<file path="config.mk">
export PLATFORM = sky130hd
export DESIGN_NAME = lsu_mem_ctrl
export DESIGN_NICKNAME = d
export VERILOG_FILES = /design/src/rtl/lsu_mem_ctrl.sv
export SDC_FILE = /design/constraint.sdc
export NUM_CORES = 1
export LEC_CHECK = 0
export CAP_MARGIN = 25
export CORE_MARGIN = 5
export CORE_UTILIZATION = 39
export CTS_CLUSTER_SIZE = 25
export DETAILED_ROUTE_END_ITERATION = 8
export GPL_ROUTABILITY_DRIVEN = 0
export GPL_TIMING_DRIVEN = 0
export MAX_ROUTING_LAYER = met4
export PLACE_DENSITY = 0.85
export SETUP_SLACK_MARGIN = 0.4
export SYNTH_ARGS = -nofsm -noshare
export SYNTH_HDL_FRONTEND = slang
export SYNTH_SLANG_ARGS = --single-unit
</file>
<file path="constraint.sdc">
create_clock -name cpu_clk -period 1.89 [get_ports cpu_clk]
set_input_delay 0.4725 -clock cpu_clk [delete_from_list [all_inputs] [get_ports cpu_clk]]
set_output_delay 0.4725 -clock cpu_clk [all_outputs]
set_load 0.05 [all_outputs]
</file>
<file path="src/rtl/lsu_mem_ctrl.sv">
// Load/store initiator: accepts one core request, runs a req/gnt/rvalid word-bus
// transfer, and returns formatted load data with misalign/illegal and timeout flags.
//
// state | meaning
// IDLE  | ready for a request; illegal/misaligned ops go straight to RESP
// ISSUE | mem_req held with stable address/enables/data until mem_gnt
// WAIT  | load granted; waiting for mem_rvalid or timeout
// RESP  | one-cycle rsp_valid pulse
module lsu_mem_ctrl #(
  parameter int unsigned TIMEOUT_CYCLES = 16
) (
  input  logic        cpu_clk,
  input  logic        cpu_rst,
  input  logic        req_valid,
  output logic        req_ready,
  input  logic        req_we,
  input  logic [2:0]  req_func3,
  input  logic [31:0] req_adr,
  input  logic [31:0] req_dataW,
  output logic        rsp_valid,
  output logic [31:0] rsp_dataR,
  output logic        rsp_misalign,
  output logic        rsp_err,
  output logic        mem_req,
  input  logic        mem_gnt,
  output logic        mem_we,
  output logic [31:0] mem_adr,
  output logic [3:0]  mem_be,
  output logic [31:0] mem_wdata,
  input  logic        mem_rvalid,
  input  logic [31:0] mem_rdata
);

  localparam int CNT_W = $clog2(TIMEOUT_CYCLES + 1);

  typedef enum logic [1:0] {S_IDLE, S_ISSUE, S_WAIT, S_RESP} state_t;

  state_t           state, state_nxt;
  logic [CNT_W-1:0] cnt;
  logic             we_q;
  logic [2:0]       f3_q;
  logic [1:0]       lane_q;
  logic             accept, bad_op, timeout_hit;
  logic [3:0]       be_enc;
  logic [31:0]      wdata_enc, ld_fmt;
  logic [7:0]       byte_sel;
  logic [15:0]      half_sel;

  assign req_ready   = (state == S_IDLE) && !cpu_rst;
  assign accept      = req_valid && req_ready;
  assign mem_req     = (state == S_ISSUE);
  assign rsp_valid   = (state == S_RESP);
  assign timeout_hit = (cnt == CNT_W'(TIMEOUT_CYCLES - 1));

  // Unsigned variants exist only for loads; stores accept B/H/W.
  always_comb begin
    bad_op = 1'b1;
    case (req_func3)
      3'b000:  bad_op = 1'b0;
      3'b001:  bad_op = req_adr[0];
      3'b010:  bad_op = (req_adr[1:0] != 2'b00);
      3'b100:  bad_op = req_we;
      3'b101:  bad_op = req_we || req_adr[0];
      default: bad_op = 1'b1;
    endcase
  end

  always_comb begin
    be_enc    = 4'b1111;
    wdata_enc = '0;
    if (req_we) begin
      case (req_func3[1:0])
        2'b00: begin
          be_enc    = 4'b0001 << req_adr[1:0];
          wdata_enc = {4{req_dataW[7:0]}};
        end
        2'b01: begin
          be_enc    = 4'b0011 << {req_adr[1], 1'b0};
          wdata_enc = {2{req_dataW[15:0]}};
        end
        default: begin
          be_enc    = 4'b1111;
          wdata_enc = req_dataW;
        end
      endcase
    end
  end

  always_comb begin
    byte_sel = mem_rdata[{lane_q, 3'b000} +: 8];
    half_sel = lane_q[1] ? mem_rdata[31:16] : mem_rdata[15:0];
    case (f3_q)
      3'b000:  ld_fmt = {{24{byte_sel[7]}}, byte_sel};
      3'b001:  ld_fmt = {{16{half_sel[15]}}, half_sel};
      3'b100:  ld_fmt = {24'h0, byte_sel};
      3'b101:  ld_fmt = {16'h0, half_sel};
      default: ld_fmt = mem_rdata;
    endcase
  end

  always_comb begin
    state_nxt = state;
    case (state)
      S_IDLE:  if (accept) state_nxt = bad_op ? S_RESP : S_ISSUE;
      S_ISSUE: if (mem_gnt) state_nxt = we_q ? S_RESP : S_WAIT;
      S_WAIT:  if (mem_rvalid || timeout_hit) state_nxt = S_RESP;
      S_RESP:  state_nxt = S_IDLE;
      default: state_nxt = S_IDLE;
    endcase
  end

  always_ff @(posedge cpu_clk) begin
    if (cpu_rst) begin
      state        <= S_IDLE;
      cnt          <= '0;
      we_q         <= 1'b0;
      f3_q         <= '0;
      lane_q       <= '0;
      rsp_dataR    <= '0;
      rsp_misalign <= 1'b0;
      rsp_err      <= 1'b0;
      mem_we       <= 1'b0;
      mem_adr      <= '0;
      mem_be       <= '0;
      mem_wdata    <= '0;
    end else begin
      state <= state_nxt;
      case (state)
        S_IDLE: if (accept) begin
          we_q   <= req_we;
          f3_q   <= req_func3;
          lane_q <= req_adr[1:0];
          cnt    <= '0;
          if (bad_op) begin
            rsp_dataR    <= '0;
            rsp_misalign <= 1'b1;
            rsp_err      <= 1'b0;
          end else begin
            mem_we    <= req_we;
            mem_adr   <= {req_adr[31:2], 2'b00};
            mem_be    <= be_enc;
            mem_wdata <= wdata_enc;
          end
        end
        S_ISSUE: if (mem_gnt && we_q) begin
          rsp_dataR    <= '0;
          rsp_misalign <= 1'b0;
          rsp_err      <= 1'b0;
        end
        // rvalid on the timeout cycle still returns data.
        S_WAIT: begin
          if (mem_rvalid) begin
            rsp_dataR    <= ld_fmt;
            rsp_misalign <= 1'b0;
            rsp_err      <= 1'b0;
          end else if (timeout_hit) begin
            rsp_dataR    <= '0;
            rsp_misalign <= 1'b0;
            rsp_err      <= 1'b1;
          end else begin
            cnt <= cnt + CNT_W'(1);
          end
        end
        default: ;
      endcase
    end
  end

endmodule
</file>
==> flow_summary.html <==
<table>
<tr><th>Metric</th><th>Value</th></tr>
<tr><th colspan="2">Global routing</th></tr>
<tr><td>Met3 usage in global routing</td><td>7.494%</td></tr>
<tr><td>Sum of overflow across all layers after global routing</td><td>0</td></tr>
<tr><td>Number of antenna violations at the first check in global routing</td><td>2</td></tr>
<tr><td>Met2 usage</td><td>41.31%</td></tr>
<tr><td>Pin count of the biggest net entering global routing</td><td>17</td></tr>
<tr><td>Vias in the first global route</td><td>6042</td></tr>
<tr><td>GRT busiest layer</td><td>met2</td></tr>
<tr><td>Met1 global-route usage</td><td>28.96%</td></tr>
<tr><td>GRT Util Overall</td><td>25.49%</td></tr>
<tr><td>Global-route wire length before repair</td><td>31.74 mm</td></tr>
<tr><th colspan="2">Clocking</th></tr>
<tr><td>Skew-Pair Late Insertion Delay</td><td>0.42 ns</td></tr>
<tr><td>Deepest clock path buffer count</td><td>2</td></tr>
<tr><td>Number of levels in the clock H-tree</td><td>4</td></tr>
<tr><td>Post-CTS Hold Fix Bufs</td><td>0</td></tr>
<tr><td>CTS Root Buffer Type</td><td>sky130_fd_sc_hd__clkbuf_16</td></tr>
<tr><td>Sink Count</td><td>114</td></tr>
<tr><td>Clock buffer count from CTS</td><td>17</td></tr>
<tr><td>Clock tree from TritonCTS</td><td>yes</td></tr>
<tr><td>Clock slew at the register clock pins of the worst setup and hold paths</td><td>0.05 ns</td></tr>
<tr><th colspan="2">Final layout</th></tr>
<tr><td>Cell Count, Final, Fillers Out</td><td>1085</td></tr>
<tr><td>Fraction of final layout cells with drive strength greater than 1</td><td>42.56%</td></tr>
<tr><td>Count of nets after finishing</td><td>1006</td></tr>
<tr><td>Number of inserted filler cells in the final layout</td><td>885</td></tr>
<tr><td>Final core utilization</td><td>73.55%</td></tr>
<tr><td>Most common cell after layout, fill and taps aside</td><td>sky130_fd_sc_hd__dfxtp_1</td></tr>
<tr><td>Area Overhead vs Synth</td><td>85.24%</td></tr>
<tr><td>Final standard cell area without fillers</td><td>9702 µm²</td></tr>
<tr><td>Commonest cells after routing, fill and taps aside</td><td>sky130_fd_sc_hd__dfxtp_1 (110), sky130_fd_sc_hd__buf_4 (104), sky130_fd_sc_hd__clkdlybuf4s50_1 (96)</td></tr>
<tr><th colspan="2">Floorplan</th></tr>
<tr><td>Number of core rows</td><td>42</td></tr>
<tr><td>I/O Pins</td><td>211</td></tr>
<tr><td>Core area</td><td>13190 µm²</td></tr>
<tr><td>Horiz. Die Dim</td><td>125.9 µm</td></tr>
<tr><td>Die Area</td><td>15850 µm²</td></tr>
<tr><td>Die Y</td><td>125.9 µm</td></tr>
<tr><td>Starting density of the core</td><td>roughly two fifths</td></tr>
<tr><th colspan="2">STA</th></tr>
<tr><td>Hold_ws</td><td>0.3850 ns</td></tr>
<tr><td>Count of final setup violators</td><td>40</td></tr>
<tr><td>Max_slew headroom</td><td>33.68%</td></tr>
<tr><td>Least-Margin Pin Slew</td><td>0.9912 ns</td></tr>
<tr><td>Period utilization</td><td>111.3%</td></tr>
<tr><td>Clock period minus final worst setup slack</td><td>~2.1 ns</td></tr>
<tr><td>Fin Clk Skew</td><td>0.01018 ns</td></tr>
<tr><td>Max-slew violation count</td><td>0</td></tr>
<tr><td>Unrepaired setup endpoints after global routing</td><td>yes</td></tr>
<tr><td>Setup slack of the critical path after layout</td><td>-0.2128 ns</td></tr>
<tr><td>Fin. Hold Viols</td><td>0</td></tr>
<tr><td>Max Freq</td><td>475.6 MHz</td></tr>
<tr><th colspan="2">Route</th></tr>
<tr><td>DRT Pass-1 Iters</td><td>7</td></tr>
<tr><td>Routed Antenna Nets</td><td>0</td></tr>
<tr><td>Initial detailed-routing violation count</td><td>524</td></tr>
<tr><td>Vias per std cell</td><td>5.607</td></tr>
<tr><td>Final routed DRC violation total</td><td>0</td></tr>
<tr><td>Routed WL per cell</td><td>20.13 µm</td></tr>
<tr><td>Total number of vias</td><td>6084</td></tr>
<tr><td>Final WL</td><td>around 22 mm</td></tr>
<tr><th colspan="2">Critical path</th></tr>
<tr><td>Crit-path slowest cell</td><td>sky130_fd_sc_hd__dfxtp_4</td></tr>
<tr><td>Setup CP Type</td><td>flop to flop</td></tr>
<tr><td>Type of destination of the critical path</td><td>flop</td></tr>
<tr><td>Worst endpoint required time</td><td>2.24 ns</td></tr>
<tr><td>Critical path cell sequence</td><td>ha_4, and3_4, ha_4, nor3b_4, a221oi_4, nand4_1, buf_6, buf_6, nor3_4, a32o_1</td></tr>
<tr><td>Arr. time, crit path</td><td>between 2 and 2.5 ns</td></tr>
<tr><td>Highest net fanout along the worst path</td><td>7</td></tr>
<tr><td>Delay of the slowest critical-path stage</td><td>0.37 ns</td></tr>
<tr><td>Setup crit start kind</td><td>flop</td></tr>
<tr><th colspan="2">Pwr</th></tr>
<tr><td>Worst-case vdd ir drop</td><td>0.6764 mV</td></tr>
<tr><td>Power density over the cells</td><td>1131 nW/µm²</td></tr>
<tr><td>Clk network pwr share</td><td>31.4%</td></tr>
<tr><td>Gate power share</td><td>between 40% and 50%</td></tr>
<tr><td>Static leakage</td><td>slightly below 4 nW</td></tr>
<tr><td>Sw frac</td><td>between 30 and 40%</td></tr>
<tr><td>Post-layout total power</td><td>10.98 mW</td></tr>
<tr><td>Internal power of the cells</td><td>7.046 mW</td></tr>
<tr><td>Net Switching</td><td>3.931 mW</td></tr>
<tr><td>Register share of total power</td><td>24.9%</td></tr>
<tr><th colspan="2">Place</th></tr>
<tr><td>IO buf count</td><td>between 200 and 250</td></tr>
<tr><td>Count of placed standard cells including taps</td><td>992</td></tr>
<tr><td>Area after DPL</td><td>7670 µm²</td></tr>
<tr><td>Final HPWL from detailed placement</td><td>~13 mm</td></tr>
<tr><th colspan="2">Hold path</th></tr>
<tr><td>Worst min-delay path category</td><td>input port to flop</td></tr>
<tr><th colspan="2">Synthesis</th></tr>
<tr><td>Mean area per synthesized cell</td><td>8.586 µm²</td></tr>
<tr><td>Library cell occupying the most area in the post-synthesis netlist</td><td>sky130_fd_sc_hd__dfxtp_1</td></tr>
<tr><td>Top cells by area in the synthesized netlist</td><td>sky130_fd_sc_hd__dfxtp_1 (44%), sky130_fd_sc_hd__a21oi_1 (8.5%), sky130_fd_sc_hd__nand2_1 (8.0%)</td></tr>
<tr><td>Cell area after synthesis</td><td>around 5200 µm²</td></tr>
<tr><td>Number of enable-type register cells in the synthesized netlist</td><td>0</td></tr>
<tr><td>Share of flip-flops with an asynchronous set or reset after synthesis</td><td>0%</td></tr>
<tr><td>Count of synthesis-stage warnings from yosys</td><td>0</td></tr>
<tr><td>Leading register cell type out of synthesis</td><td>sky130_fd_sc_hd__dfxtp_1</td></tr>
<tr><td>Number of distinct library cells after synthesis</td><td>47</td></tr>
<tr><td>Post-synthesis sequential area ratio</td><td>between 40 and 50%</td></tr>
<tr><td>Number of synthesized register bits</td><td>114</td></tr>
<tr><td>Cell count after synthesis</td><td>610</td></tr>
<tr><td>Post-synth top area share</td><td>a little over two fifths</td></tr>
<tr><th colspan="2">Status</th></tr>
<tr><td>Violated checks</td><td>negative setup slack</td></tr>
<tr><td>Outcome</td><td>finished, violations left</td></tr>
<tr><th colspan="2">Flow run</th></tr>
<tr><td>Number of violations of the max-capacitance limit</td><td>0</td></tr>
</table>
==> cell type report <==
type | count | area, µm² | share of cell area, %
Inverter | 18 | 72.57 | 0.7480
Clock buffer | 22 | 474.2 | 4.888
Tap cell | 176 | 220.2 | 2.270
Sequential cell | 114 | 2297 | 23.68
Multi-Input combinational cell | 428 | 3475 | 35.81
Antenna cell | 2 | 5.005 | 0.05159
Buffer | 51 | 464.2 | 4.785
Clock inverter | 10 | 155.1 | 1.599
Timing Repair Buffer | 264 | 2539 | 26.17
==> metal layers <==
| layer | share of wire (%) | wire (µm) |
|---|---|---|
| met4 | 4.2 | 920 |
| met1 | 37 | 8164 |
| met5 | 0 | 0 |
| met2 | 49 | 10640 |
| met3 | 9.7 | 2124 |
==> per-stage QoR <==
stage	TNS, ns	setup slack, ns
5_1_grt	-11.65	-0.3332
2_1_floorplan	-0.2595	-0.01873
3_5_place_dp	-75.21	-1.212
6_report	-6.223	-0.2128
3_3_place_gp	-71.50	-1.193
4_1_cts	-1.077	-0.05963
==> logic make-up (layout without fill, tap and decap cells) <==
logic type                 Yosys count  after routing  synth area share [%]
and+or+nand+nor                    194            194                 17.18
AOI/OAI and AO/OA                  190            190                 24.63
DFF                                114            114                 43.57
muxes                               35             35                 6.928
adders and majority gates            7              7                 1.672
buffers and inverters               69            365                 5.948
other                                1              4               0.07160
==> final timing paths <==
kind / start / endpoint / slack (ns) / depth (start not counted)
max: cnt[0]$_SDFFE_PP0P_ / rsp_dataR[16]$_SDFFE_PP0P_ / -0.21 / 10
min: req_func3[2] / f3_q[2]$_SDFFE_PP0P_ / 0.39 / 3
max reg2reg: cnt[0]$_SDFFE_PP0P_ / rsp_dataR[16]$_SDFFE_PP0P_ / -0.21 / 10
min reg2reg: rsp_dataR[1]$_SDFFE_PP0P_ / rsp_dataR[1]$_SDFFE_PP0P_ / 0.45 / 2
==> worst max-delay path: cells and delay by family (launching register included) <==
family | cells | cell delay, ns
DFF | 1 | 0.37
buffers and inverters | 2 | 0.32
and+or+nand+nor | 4 | 0.59
adders and majority gates | 2 | 0.28
AOI/OAI and AO/OA | 2 | 0.46
==> Yosys cell counts, types with 2 or more instances <==
cell	n
sky130_fd_sc_hd__buf_1	6
sky130_fd_sc_hd__o2bb2ai_1	16
sky130_fd_sc_hd__buf_4	5
sky130_fd_sc_hd__nor3_1	19
sky130_fd_sc_hd__clkbuf_1	23
sky130_fd_sc_hd__o21ai_0	16
sky130_fd_sc_hd__dfxtp_1	114
sky130_fd_sc_hd__o22ai_1	13
sky130_fd_sc_hd__a221oi_1	9
sky130_fd_sc_hd__a21oi_1	89
sky130_fd_sc_hd__or3_1	3
sky130_fd_sc_hd__a221oi_4	2
sky130_fd_sc_hd__nor2_1	13
sky130_fd_sc_hd__ha_1	7
sky130_fd_sc_hd__mux2i_1	34
sky130_fd_sc_hd__buf_6	2
sky130_fd_sc_hd__a211oi_1	3
sky130_fd_sc_hd__buf_2	15
sky130_fd_sc_hd__nand2b_1	3
sky130_fd_sc_hd__inv_1	17
sky130_fd_sc_hd__a22o_1	16
sky130_fd_sc_hd__nand3_1	21
sky130_fd_sc_hd__nor2b_1	13
sky130_fd_sc_hd__o211ai_1	2
sky130_fd_sc_hd__and2_1	2
sky130_fd_sc_hd__a32o_1	16
sky130_fd_sc_hd__nand2_1	111
==> timing repair <==
action                     CTS  global route
setup endpoints to repair  218           140
resized for setup          711           196
cloned                       9             2
buffers inserted            32            16
pin swaps                   43            31
==> power by group through the flow <==
stage	clock network, mW	registers (mW)	logic (mW)
floorplan	0	3.14	1.69
global placement	0	2.73	3.03
detailed placement	0	2.73	3.05
CTS	3.46	2.72	3.84
global route	3.59	2.76	5.05
finish	3.45	2.74	4.79
==> state kept, by name, indices dropped and copies added, names as in the netlist <==
name,flops
state,2
mem_wdata,32
rsp_err,1
cnt,5
f3_q,3
mem_we,1
rsp_misalign,1
mem_adr,30
rsp_dataR,32
lane_q,2
mem_be,4
we_q,1
Power figures use the tool's default switching activity.
